## src/rtl/cpu_pkg.sv

```systemverilog
// Shared CPU-side definitions: boot sequencer state encodings and the stack-pointer register index.
package cpu_pkg;

    typedef enum logic [2:0] {
        BS_INIT  = 3'd0,
        BS_LOAD  = 3'd1,
        BS_READY = 3'd2,
        BS_EXEC  = 3'd3,
        BS_HALT  = 3'd4,
        BS_ERR   = 3'd5
    } boot_state_t;

    localparam int SP_REG_IDX = 28;

endpackage

```

## src/rtl/boot_sequencer_if.sv

```systemverilog
// Handshake bundle between boot_sequencer (master) and the loader/core/board side (slave).
interface boot_sequencer_if #(
    parameter int MEM_INST_SIZE = 1024
);
    localparam int LW = $clog2(MEM_INST_SIZE) + 1;

    logic          load_req;
    logic          load_done;
    logic [LW-1:0] load_words;
    logic          core_pc_rst;
    logic          sp_we;
    logic [31:0]   sp_val;
    logic          core_run;
    logic          core_halt;
    logic [2:0]    mode;
    logic [1:0]    LED;

    modport master (
        output load_req, core_pc_rst, sp_we, sp_val, core_run, mode, LED,
        input  load_done, load_words, core_halt
    );

    modport slave (
        input  load_req, core_pc_rst, sp_we, sp_val, core_run, mode, LED,
        output load_done, load_words, core_halt
    );
endinterface

```

## src/rtl/btn_sync_edge.sv

```systemverilog
// Two-flop synchronizer for an asynchronous push-button level plus a rising-edge detector.
module btn_sync_edge (
    input  logic CLK,
    input  logic INITIALIZE,
    input  logic async_in,
    output logic rise_pulse
);
    // [0],[1] form the synchronizer; [2] holds the previous synchronized level.
    logic [2:0] sync_q;

    // NOTE: non-blocking assignments so every flop samples pre-edge values; blocking would collapse the chain.
    always_ff @(posedge CLK or posedge INITIALIZE) begin
        if (INITIALIZE) begin
            sync_q <= 3'b000;
        end else begin
            sync_q <= {sync_q[1:0], async_in};
        end
    end

    assign rise_pulse = sync_q[1] & ~sync_q[2];
endmodule

```

## src/rtl/boot_sequencer.sv

```systemverilog
// Boot sequencer: init pulses, program load handshake, start/run/halt control of the core.
// Optional execution watchdog enabled by defining BOOT_SEQ_WDOG_EN.
module boot_sequencer
    import cpu_pkg::*;
#(
    parameter int          MEM_SIZE      = 1024,
    parameter int          MEM_INST_SIZE = 1024,
    parameter logic [31:0] WDOG_CYCLES   = 32'd100_000_000
) (
    input  logic             CLK,
    input  logic             INITIALIZE,
    input  logic             START_EXEC,
    boot_sequencer_if.master bus
);
    localparam logic [2:0] S_INIT  = 3'(BS_INIT);
    localparam logic [2:0] S_LOAD  = 3'(BS_LOAD);
    localparam logic [2:0] S_READY = 3'(BS_READY);
    localparam logic [2:0] S_EXEC  = 3'(BS_EXEC);
    localparam logic [2:0] S_HALT  = 3'(BS_HALT);
    localparam logic [2:0] S_ERR   = 3'(BS_ERR);

    logic [2:0]  state;
    logic        load_req_q;
    logic        core_run_q;
    logic        core_pc_rst_q;
    logic        sp_we_q;
    logic [1:0]  led_q;
    logic        start_pe;
    logic        wdog_expired;
    logic [31:0] words_wide;
    logic        words_bad;

    btn_sync_edge u_btn_sync_edge (
        .CLK        (CLK),
        .INITIALIZE (INITIALIZE),
        .async_in   (START_EXEC),
        .rise_pulse (start_pe)
    );

    assign words_wide = 32'(bus.load_words);
    assign words_bad  = (words_wide == 32'd0) || (words_wide > 32'(MEM_INST_SIZE));

`ifdef BOOT_SEQ_WDOG_EN
    logic [31:0] wdog;

    // Cleared on the READY->EXEC transition so the first EXEC cycle sees zero.
    always_ff @(posedge CLK or posedge INITIALIZE) begin
        if (INITIALIZE) begin
            wdog <= 32'd0;
        end else if (state == S_READY && start_pe) begin
            wdog <= 32'd0;
        end else if (state == S_EXEC) begin
            wdog <= wdog + 32'd1;
        end
    end

    assign wdog_expired = (state == S_EXEC) && (wdog == WDOG_CYCLES - 32'd1);
`else
    logic unused_wdog;
    assign unused_wdog  = ^WDOG_CYCLES;
    assign wdog_expired = 1'b0;
`endif

    always_ff @(posedge CLK or posedge INITIALIZE) begin
        if (INITIALIZE) begin
            state         <= S_INIT;
            load_req_q    <= 1'b0;
            core_run_q    <= 1'b0;
            core_pc_rst_q <= 1'b0;
            sp_we_q       <= 1'b0;
            led_q         <= 2'b00;
        end else begin
            // NOTE: pulses default low every cycle; the case arms below override only where they fire.
            core_pc_rst_q <= 1'b0;
            sp_we_q       <= 1'b0;
            case (state)
                S_INIT: begin
                    // First cycle after reset emits the pulses; the cycle after moves on.
                    if (!sp_we_q) begin
                        sp_we_q       <= 1'b1;
                        core_pc_rst_q <= 1'b1;
                    end else begin
                        state      <= S_LOAD;
                        load_req_q <= 1'b1;
                    end
                end
                S_LOAD: begin
                    if (bus.load_done) begin
                        load_req_q <= 1'b0;
                        if (words_bad) begin
                            state <= S_ERR;
                            led_q <= 2'b10;
                        end else begin
                            state <= S_READY;
                        end
                    end
                end
                S_READY: begin
                    if (start_pe) begin
                        state         <= S_EXEC;
                        core_pc_rst_q <= 1'b1;
                        core_run_q    <= 1'b1;
                        led_q         <= 2'b01;
                    end
                end
                S_EXEC: begin
                    // A halt in the same cycle as watchdog expiry takes precedence.
                    if (bus.core_halt) begin
                        state      <= S_HALT;
                        core_run_q <= 1'b0;
                    end else if (wdog_expired) begin
                        state      <= S_ERR;
                        core_run_q <= 1'b0;
                        led_q      <= 2'b10;
                    end
                end
                S_HALT, S_ERR: begin
                end
                default: begin
                    state      <= S_ERR;
                    load_req_q <= 1'b0;
                    core_run_q <= 1'b0;
                    led_q      <= 2'b10;
                end
            endcase
        end
    end

    assign bus.load_req    = load_req_q;
    assign bus.core_run    = core_run_q;
    assign bus.core_pc_rst = core_pc_rst_q;
    assign bus.sp_we       = sp_we_q;
    assign bus.sp_val      = 32'(MEM_SIZE / 2);
    assign bus.mode        = state;
    assign bus.LED         = led_q;
endmodule

```

## src/flat_wrapper.sv

```systemverilog
// flat-port wrapper written by rule: the top's interface ports become plain ports
module boot_sequencer_flat import cpu_pkg::*;
#(
    parameter int          MEM_SIZE      = 1024,
    parameter int          MEM_INST_SIZE = 1024,
    parameter logic [31:0] WDOG_CYCLES   = 32'd100_000_000
)
  (CLK, INITIALIZE, START_EXEC, bus_load_req, bus_core_pc_rst, bus_sp_we, bus_sp_val, bus_core_run, bus_mode, bus_LED, bus_load_done, bus_load_words, bus_core_halt);
  boot_sequencer_if #(.MEM_INST_SIZE(MEM_INST_SIZE)) bus_i ();
  input  logic CLK;
  input  logic INITIALIZE;
  input  logic START_EXEC;
  output wire logic [$bits(bus_i.load_req)-1:0] bus_load_req;
  output wire logic [$bits(bus_i.core_pc_rst)-1:0] bus_core_pc_rst;
  output wire logic [$bits(bus_i.sp_we)-1:0] bus_sp_we;
  output wire logic [$bits(bus_i.sp_val)-1:0] bus_sp_val;
  output wire logic [$bits(bus_i.core_run)-1:0] bus_core_run;
  output wire logic [$bits(bus_i.mode)-1:0] bus_mode;
  output wire logic [$bits(bus_i.LED)-1:0] bus_LED;
  input wire logic [$bits(bus_i.load_done)-1:0] bus_load_done;
  input wire logic [$bits(bus_i.load_words)-1:0] bus_load_words;
  input wire logic [$bits(bus_i.core_halt)-1:0] bus_core_halt;
  assign bus_load_req = bus_i.load_req;
  assign bus_core_pc_rst = bus_i.core_pc_rst;
  assign bus_sp_we = bus_i.sp_we;
  assign bus_sp_val = bus_i.sp_val;
  assign bus_core_run = bus_i.core_run;
  assign bus_mode = bus_i.mode;
  assign bus_LED = bus_i.LED;
  assign bus_i.load_done = bus_load_done;
  assign bus_i.load_words = bus_load_words;
  assign bus_i.core_halt = bus_core_halt;
  boot_sequencer #(.MEM_SIZE(MEM_SIZE), .MEM_INST_SIZE(MEM_INST_SIZE), .WDOG_CYCLES(WDOG_CYCLES)) u_core (.CLK(CLK), .INITIALIZE(INITIALIZE), .START_EXEC(START_EXEC), .bus(bus_i));
endmodule
```

## config.mk

```make
export PLATFORM = sky130hd
export DESIGN_NAME = boot_sequencer_flat
export DESIGN_NICKNAME = d
export VERILOG_FILES = /design/src/rtl/cpu_pkg.sv /design/src/rtl/boot_sequencer_if.sv /design/src/rtl/btn_sync_edge.sv /design/src/rtl/boot_sequencer.sv /design/src/flat_wrapper.sv
export SDC_FILE = /design/constraint.sdc
export NUM_CORES = 1
export LEC_CHECK = 0
export BUFFER_PORTS_ARGS = -buffer_cell sky130_fd_sc_hd__buf_4
export CORE_UTILIZATION = 47
export CTS_BUF_LIST = sky130_fd_sc_hd__clkbuf_8
export DETAILED_ROUTE_END_ITERATION = 16
export PLACE_DENSITY = 0.89
export SETUP_SLACK_MARGIN = 0.15
export SYNTH_ARGS = -nofsm -noshare
export SYNTH_HDL_FRONTEND = slang
export SYNTH_SLANG_ARGS = --single-unit
```

## constraint.sdc

```tcl
create_clock -name CLK -period 4.8 [get_ports CLK]
set_input_delay 0.48 -clock CLK [delete_from_list [all_inputs] [get_ports CLK]]
set_output_delay 0.48 -clock CLK [all_outputs]
set_load 0.1 [all_outputs]
```

==> load_flow_metrics.sql, run 1 <==
INSERT INTO impl_metrics (metric_group, metric, value, unit) VALUES
('floorplanning', 'floorplan.rows', '15', ''),
('routing', 'num_vias', '709', ''),
('routing', 'final_antenna_net_count', '0', ''),
('synthesis', 'synth_xor_xnor_area_share', '0', ''),
('pwr', 'power.share.switching', '0.585', ''),
('cts', 'tritoncts', 'built', ''),
('cts', 'cts-root-to-sink-buffers', '2', ''),
('setup_path', 'worstSetupStartpointType', 'flip-flop', ''),
('setup_path', 'worstPathMaxFanout', '14', ''),
('sta', 'fmaxAchievable', '0.551', 'GHz'),
('synthesis', 'post_synth_and_or_nand_nor_area_fraction', '0.199', ''),
('global_routing', 'first_global_vias', '559', ''),
('synthesis', 'synth-compound-area-share', '0.126', ''),
('synthesis', 'synth_top_family_by_area', 'buffers and inverters', ''),
('run', 'drv.max_cap_violation_count', '0', ''),
('synthesis', 'yosysUniqueCellTypes', '32', ''),
('floorplanning', 'initial_core_util', '0.514', ''),
('sta', 'fin_skew', '0.00411', 'ns'),
('pwr', 'comb_power_share', '0.591', ''),
('synthesis', 'yosysWarnings', '0', ''),
('global_routing', 'grt_use_total', '0.155', ''),
('sta', 'rsz0062_at_grt', 'no', ''),
('routing', 'postRouteWirelength', '1530', 'um'),
('final_layout', 'fill_cells', '166', ''),
('floorplanning', 'die_height', '46.2', 'um'),
('pwr', 'cellPowerDensity', '553', 'mW/mm2'),
('sta', 'fin_crit_sh', '0.378', ''),
('cts', 'clkTransAtPathRegs', '0.05', 'ns'),
('global_routing', 'antenna_violations_before_repair', '0', ''),
('sta', 'maxSlewViolCount', '0', ''),
('routing', 'drt-wirelength-per-cell', '10.1', 'um'),
('pwr', 'power.leakage', '0.543', 'nW'),
('sta', 'report.final.setup_viol', '0', ''),
('place', 'place_area', '990', 'um2'),
('cts', 'cts_sinks', '12', ''),
('sta', 'totalNegativeSetupSlack', '0', 'ns'),
('floorplanning', 'die_area', '0.00213', 'mm2'),
('synthesis', 'share_of_synthesized_area_occupied_by_flip_flops_and_latches', '0.327', ''),
('global_routing', 'grt_remaining_overflow', '0', ''),
('cts', 'clock_latency', '0.24', 'ns'),
('final_layout', 'final_design_area_no_fill', '0.00103', 'mm2'),
('setup_path', 'critPathArrivalTime', '1.94', 'ns'),
('global_routing', 'wire_length_of_the_first_global_routing_pass', '2320', 'um'),
('sta', 'finalHoldViolations', '0', ''),
('status', 'run_status', 'finished, final reports clean', ''),
('pwr', 'cellInternalPower', '0.237', 'mW'),
('sta', 'final_period_minus_worst_setup_slack', '1.82', 'ns'),
('routing', 'drt_iter0_markers', '6', ''),
('sta', 'hold_ws', '0.256', 'ns'),
('cts', 'clock-root-buffer', 'clkbuf_8', ''),
('final_layout', 'insertedDiodeCount', '0', ''),
('pwr', 'ir_worst_vdd', '0.277', 'mV'),
('setup_path', 'cp_endpoint_kind', 'flip-flop', ''),
('cts', 'cts_buffers', '3', ''),
('place', 'gpl.final_weighted_congestion', '0.754', ''),
('synthesis', 'adder_cell_share_of_the_synthesized_area', '0.0409', ''),
('setup_path', 'crit_required', '4.92', 'ns'),
('routing', 'drc_violation_count_after_routing', '0', ''),
('floorplanning', 'die-width', '46.2', 'um'),
('synthesis', 'synthCells', '104', ''),
('synthesis', 'synth-seq-cells', '12', ''),
('pwr', 'seq_power_share', '0.255', ''),
('final_layout', 'ff_latch_area', '300', 'um2'),
('final_layout', 'finish.net_count', '147', ''),
('routing', 'vias_per_cell', '4.70', ''),
('cts', 'cts_hold_buf', '0', ''),
('synthesis', 'netlist_area_pre_place', '917', 'um2'),
('setup_path', 'worst-setup-path-type', 'flip-flop to flip-flop', ''),
('routing', 'drtPass1Iterations', '4', ''),
('pwr', 'power_switching', '0.334', 'mW'),
('final_layout', 'postLayoutCoreUtil', '0.578', '');
[placed cells by master, fill, tap and decap left out, types with 2 or more instances in the layout]
cell type / n
nand2b_1: 2
or2_2: 2
a21oi_1: 7
a31oi_1: 3
buf_4: 24
and2_1: 4
nand2_1: 4
nor4_1: 2
conb_1: 32
clkbuf_8: 3
nand3_1: 2
inv_1: 6
dfrtp_1: 12
nor2_1: 3
ha_1: 3
[sequential cells by signal (all words and copies together) (netlist names)]
register and flops:
u_core.bus.sp_we 1, u_core.u_btn_sync_edge.sync_q 3, u_core.bus.LED 2, u_core.bus.core_run 1
u_core.bus.load_req 1, u_core.bus.core_pc_rst 1, u_core.bus.mode 3
[cells by family after synthesis]
group                      count (synthesis)
DFF                                       12
AOI/OAI and AO/OA                         18
other                                      2
buffers and inverters                     41
adders and majority gates                  3
and+or+nand+nor                           28
[critical path, stage by stage, from the launching register on]
cell and delay, ns:
dfrtp_1 0.58, inv_1 0.20, ha_1 0.27, a31oi_1 0.31
nand3_1 0.12, a32o_1 0.22
[final cells by class]
class / count / area share
Clock buffer: 3 / 0.0400
Inverter: 6 / 0.0218
Multi-Input combinational cell: 81 / 0.442
Sequential cell: 12 / 0.291
Tap cell: 25 / 0.0303
Timing Repair Buffer: 24 / 0.175
[synthesized netlist by cell type]
cell type | instances | area, um2
inv_1 | 6 | 22.5
nand2b_1 | 2 | 12.5
or4_4 | 1 | 11.3
conb_1 | 2 | 7.51
nor4_1 | 2 | 12.5
a211o_1 | 1 | 8.76
nor4bb_1 | 1 | 10.0
a31oi_1 | 3 | 18.8
nor2b_1 | 1 | 6.26
clkbuf_1 | 3 | 11.3
a211oi_1 | 1 | 7.51
o21ai_1 | 1 | 5.00
o2bb2ai_1 | 1 | 8.76
nor3b_1 | 1 | 7.51
ha_1 | 3 | 37.5
o31a_1 | 1 | 8.76
nor4_2 | 1 | 12.5
nand2_1 | 4 | 15.0
o21ai_0 | 1 | 5.00
nor2_1 | 3 | 11.3
or4_1 | 1 | 7.51
o31ai_1 | 1 | 7.51
a21oi_1 | 7 | 35.0
nand3b_1 | 1 | 7.51
and2_1 | 4 | 25.0
and3b_1 | 1 | 8.76
nor3b_2 | 1 | 12.5
a32o_1 | 1 | 10.0
or2_2 | 2 | 12.5
buf_4 | 32 | 240
nand3_1 | 2 | 10.0
dfrtp_1 | 12 | 300
[layer usage]
metal  track usage  share of wire  vias to the layer above
li1              -              -                      333
met1         0.181           0.44                      329
met2         0.270           0.47                       47
met3        0.0667          0.085                        0
met4        0.0176              0                        0
met5             0              0                        -
[stage by stage]
stage | std cells | setup slack, ns
floorplan | 134 | 2.45
global placement | 148 | 2.87
detailed placement | 148 | 2.82
CTS | 151 | 3.00
global route | 151 | 2.88
finish | 151 | 2.98
[final timing paths]
kind / cells past startpoint / start / end / slack [ns]
setup / recovery: 5 / u_core.bus.mode[1] / u_core.bus.mode[1] / 2.98
hold / removal: 2 / INITIALIZE / u_core.bus.LED[1] / 0.26
setup reg to reg: 5 / u_core.bus.mode[1] / u_core.bus.mode[1] / 2.98
hold reg to reg: 0 / u_core.u_btn_sync_edge.sync_q[0] / u_core.u_btn_sync_edge.sync_q[1] / 0.35
max in group asynchronous: 2 / INITIALIZE / u_core.bus.load_req / 4.23
min in group CLK: 0 / u_core.u_btn_sync_edge.sync_q[0] / u_core.u_btn_sync_edge.sync_q[1] / 0.35
[power groups by stage]
| stage | clock, mW | combinational [mW] | sequential [mW] |
|---|---|---|---|
| 2_1_floorplan | 0 | 0.214 | 0.236 |
| 3_3_place_gp | 0 | 0.331 | 0.145 |
| 3_5_place_dp | 0 | 0.336 | 0.147 |
| 4_1_cts | 0.0907 | 0.337 | 0.145 |
| 5_1_grt | 0.0955 | 0.352 | 0.149 |
| 6_report | 0.0878 | 0.337 | 0.146 |
Note: power is estimated with default switching activity, not from simulation.
==> run 2: changes to the inputs <==
- CORE_UTILIZATION: 47 -> 44
- PLACE_DENSITY: 0.89 -> 0.84
- clock period: 4.8 -> 1.8 ns (I/O delays scaled with it)
==> run 2 against run 1 <==
  * Critical path depth shrank 1
  * Clock power increased to 2.8 times the previous value
  * Critical path type unchanged
  * Largest power group unchanged
  * Via count decreased by 2.0%
  * Setup slack worse by 2.7 ns
==> load_flow_metrics.sql, run 2 (synthesis results as in run 1) <==
INSERT INTO impl_metrics (metric_group, metric, value, unit) VALUES
('status', 'run_status', 'finished, final reports clean', ''),
('sta', 'finalHoldViolations', '0', ''),
('global_routing', 'grt_use_total', '0.155', ''),
('place', 'gpl.final_weighted_congestion', '0.776', ''),
('place', 'io_buffer_count', '24', ''),
('setup_path', 'worst-setup-path-type', 'flip-flop to flip-flop', ''),
('sta', 'final_period_minus_worst_setup_slack', '1.55', 'ns'),
('place', 'place.detailed.hpwl', '1280', 'um'),
('sta', 'rsz0062_at_grt', 'no', ''),
('routing', 'postRouteWirelength', '1630', 'um'),
('sta', 'fmaxAchievable', '0.645', 'GHz'),
('setup_path', 'worstSetupStartpointType', 'flip-flop', ''),
('global_routing', 'first_global_vias', '596', ''),
('final_layout', 'layout_common_cells', '32 x conb_1, 25 x buf_4, 9 x dfrtp_1', ''),
('cts', 'clkTransAtPathRegs', '0.06', 'ns'),
('cts', 'cts-htree-levels', '1', ''),
('final_layout', 'most_frequent_standard_cell_in_the_layout_excluding_fill_and_tap_cells', 'conb_1', ''),
('final_layout', 'fill_cells', '189', ''),
('setup_path', 'reg2reg_start', 'u_core.bus.mode[1]', ''),
('floorplanning', 'die_height', '47.7', 'um'),
('global_routing', 'grt_remaining_overflow', '0', ''),
('cts', 'cts_post_setup_buffers_inserted', '0', ''),
('setup_path', 'cp_endpoint_kind', 'flip-flop', ''),
('floorplanning', 'floorplan.rows', '16', ''),
('setup_path', 'crit_path_leading_delay_family', 'compound AO/OA/AOI/OAI gates', ''),
('cts', 'clock_latency', '0.24', 'ns'),
('floorplanning', 'die-width', '47.7', 'um'),
('cts', 'clock-root-buffer', 'clkbuf_8', ''),
('final_layout', 'insertedDiodeCount', '0', ''),
('global_routing', 'pin_count_of_the_biggest_net_entering_global_routing', '15', ''),
('sta', 'fin_skew', '0.00877', 'ns'),
('sta', 'report.final.setup_viol', '0', ''),
('setup_path', 'worstPathMaxFanout', '14', ''),
('cts', 'tritoncts', 'built', ''),
('setup_path', 'critical_path.cell_chain', 'nor4bb_4, o31ai_2, nor4_2, a211o_1', ''),
('routing', 'num_vias', '695', ''),
('routing', 'drc_violation_count_after_routing', '0', ''),
('cts', 'cts_buffers', '3', ''),
('final_layout', 'syn_to_final_growth', '24.8', '%'),
('run', 'drv.max_cap_violation_count', '0', ''),
('sta', 'maxSlewViolCount', '0', ''),
('place', 'post-place-ws', '0.101', 'ns'),
('pwr', 'power.leakage', '0.560', 'nW'),
('floorplanning', 'area_of_the_core', '0.00196', 'mm2'),
('floorplanning', 'die_area', '0.00227', 'mm2'),
('cts', 'cts_sinks', '12', ''),
('floorplanning', 'top_level_ports', '57', ''),
('hold_path', 'hold_path_class', 'primary input to flip-flop', ''),
('sta', 'fin_crit_sh', '0.861', ''),
('final_layout', 'drive_gt1_frac', '0.349', ''),
('sta', 'totalNegativeSetupSlack', '0', 'ns'),
('routing', 'drt-wirelength-per-cell', '10.4', 'um'),
('pwr', 'ir_worst_vdd', '0.679', 'mV'),
('routing', 'drtPass1Iterations', '4', ''),
('cts', 'cts-root-to-sink-buffers', '2', ''),
('floorplanning', 'initial_core_util', '0.467', ''),
('setup_path', 'critPathArrivalTime', '1.68', 'ns'),
('pwr', 'cellPowerDensity', '1420', 'mW/mm2'),
('hold_path', 'hp-start', 'START_EXEC', ''),
('routing', 'final_antenna_net_count', '0', ''),
('setup_path', 'cp_slowest_stage_delay', '0.57', 'ns'),
('global_routing', 'wire_length_of_the_first_global_routing_pass', '2420', 'um'),
('global_routing', 'antenna_violations_before_repair', '0', ''),
('setup_path', 'critical_path.slowest_cell', 'dfrtp_4', ''),
('setup_path', 'critPathLaunch', 'u_core.bus.mode[1]', ''),
('sta', 'final.setup.worst_slack', '0.250', 'ns'),
('routing', 'drt_iter0_markers', '11', ''),
('final_layout', 'finish.net_count', '149', ''),
('setup_path', 'buffers_plus_inverters_on_the_worst_setup_path', '0', ''),
('routing', 'vias_per_cell', '4.46', ''),
('setup_path', 'crit_required', '1.93', 'ns');
==> run 2: changes by cell type in the layout (fill, tap and decap cells not counted), sizes merged <==
cell,previous run,this run
dlygate4sd3,0,1
inv,6,7
buf,24,25
==> run 2: per-layer routing <==
layer / wire, um / up-vias / track usage / share of wire
li1: - / 337 / - / -
met5: 0 / - / 0 / 0
met3: 102 / 2 / 0.0113 / 0.063
met1: 700 / 314 / 0.186 / 0.43
met2: 809 / 42 / 0.277 / 0.50
met4: 12 / 0 / 0.0833 / 0.0074
==> run 2: through the flow <==
step	total power [mW]	utilization	cell area, um2	cells	hold WS [ns]
after CTS	1.63	0.580	1140	156	0.0476
after global routing	1.71	0.584	1140	156	0.0389
after global placement	1.37	0.552	1080	151	0.206
after floorplan	1.33	-	1140	134	0.0448
after detailed placement	1.38	0.552	1080	151	0.227
final	1.63	0.584	1140	156	0.0504
==> run 2: report_power, final <==
part	switching, mW	leakage [nW]	internal [mW]
Sequential	0.0914	0.143	0.327
Clock	0.0986	0.0269	0.150
Combinational	0.753	0.391	0.211
Total	0.943	0.560	0.688
==> run 2: final cells by class <==
cell class | instances | area [um2] | share of cell area
Multi-Input combinational cell | 81 | 527 | 0.460
Sequential cell | 12 | 312 | 0.272
Timing Repair Buffer | 26 | 198 | 0.173
Clock buffer | 3 | 41.3 | 0.0361
Tap cell | 27 | 33.8 | 0.0295
Inverter | 6 | 30.0 | 0.0262
Clock inverter | 1 | 3.75 | 0.00328
==> run 2: final timing paths <==
check | endpoint | slack [ns] | cells past startpoint
min reg2reg | u_core.u_btn_sync_edge.sync_q[1] | 0.36 | 0
min in group asynchronous | u_core.u_btn_sync_edge.sync_q[1] | 0.51 | 3
max reg2reg | u_core.bus.LED[0] | 0.25 | 4
max | u_core.bus.LED[0] | 0.25 | 4
max in group asynchronous | u_core.bus.mode[1] | 0.92 | 3
min | u_core.u_btn_sync_edge.sync_q[0] | 0.05 | 1
==> run 2: worst register-to-register path, cell delays in order (launching register included) <==
cell,delay (ns)
dfrtp_4,0.57
nor4bb_4,0.20
o31ai_2,0.32
nor4_2,0.08
a211o_1,0.27
==> run 2: repair_timing <==
item                                   4_1_cts  5_1_grt
setup endpoints to repair                    0        1
hold buffers                                 1        0
resized for setup                            0        1
endpoints found under the hold margin       12        0
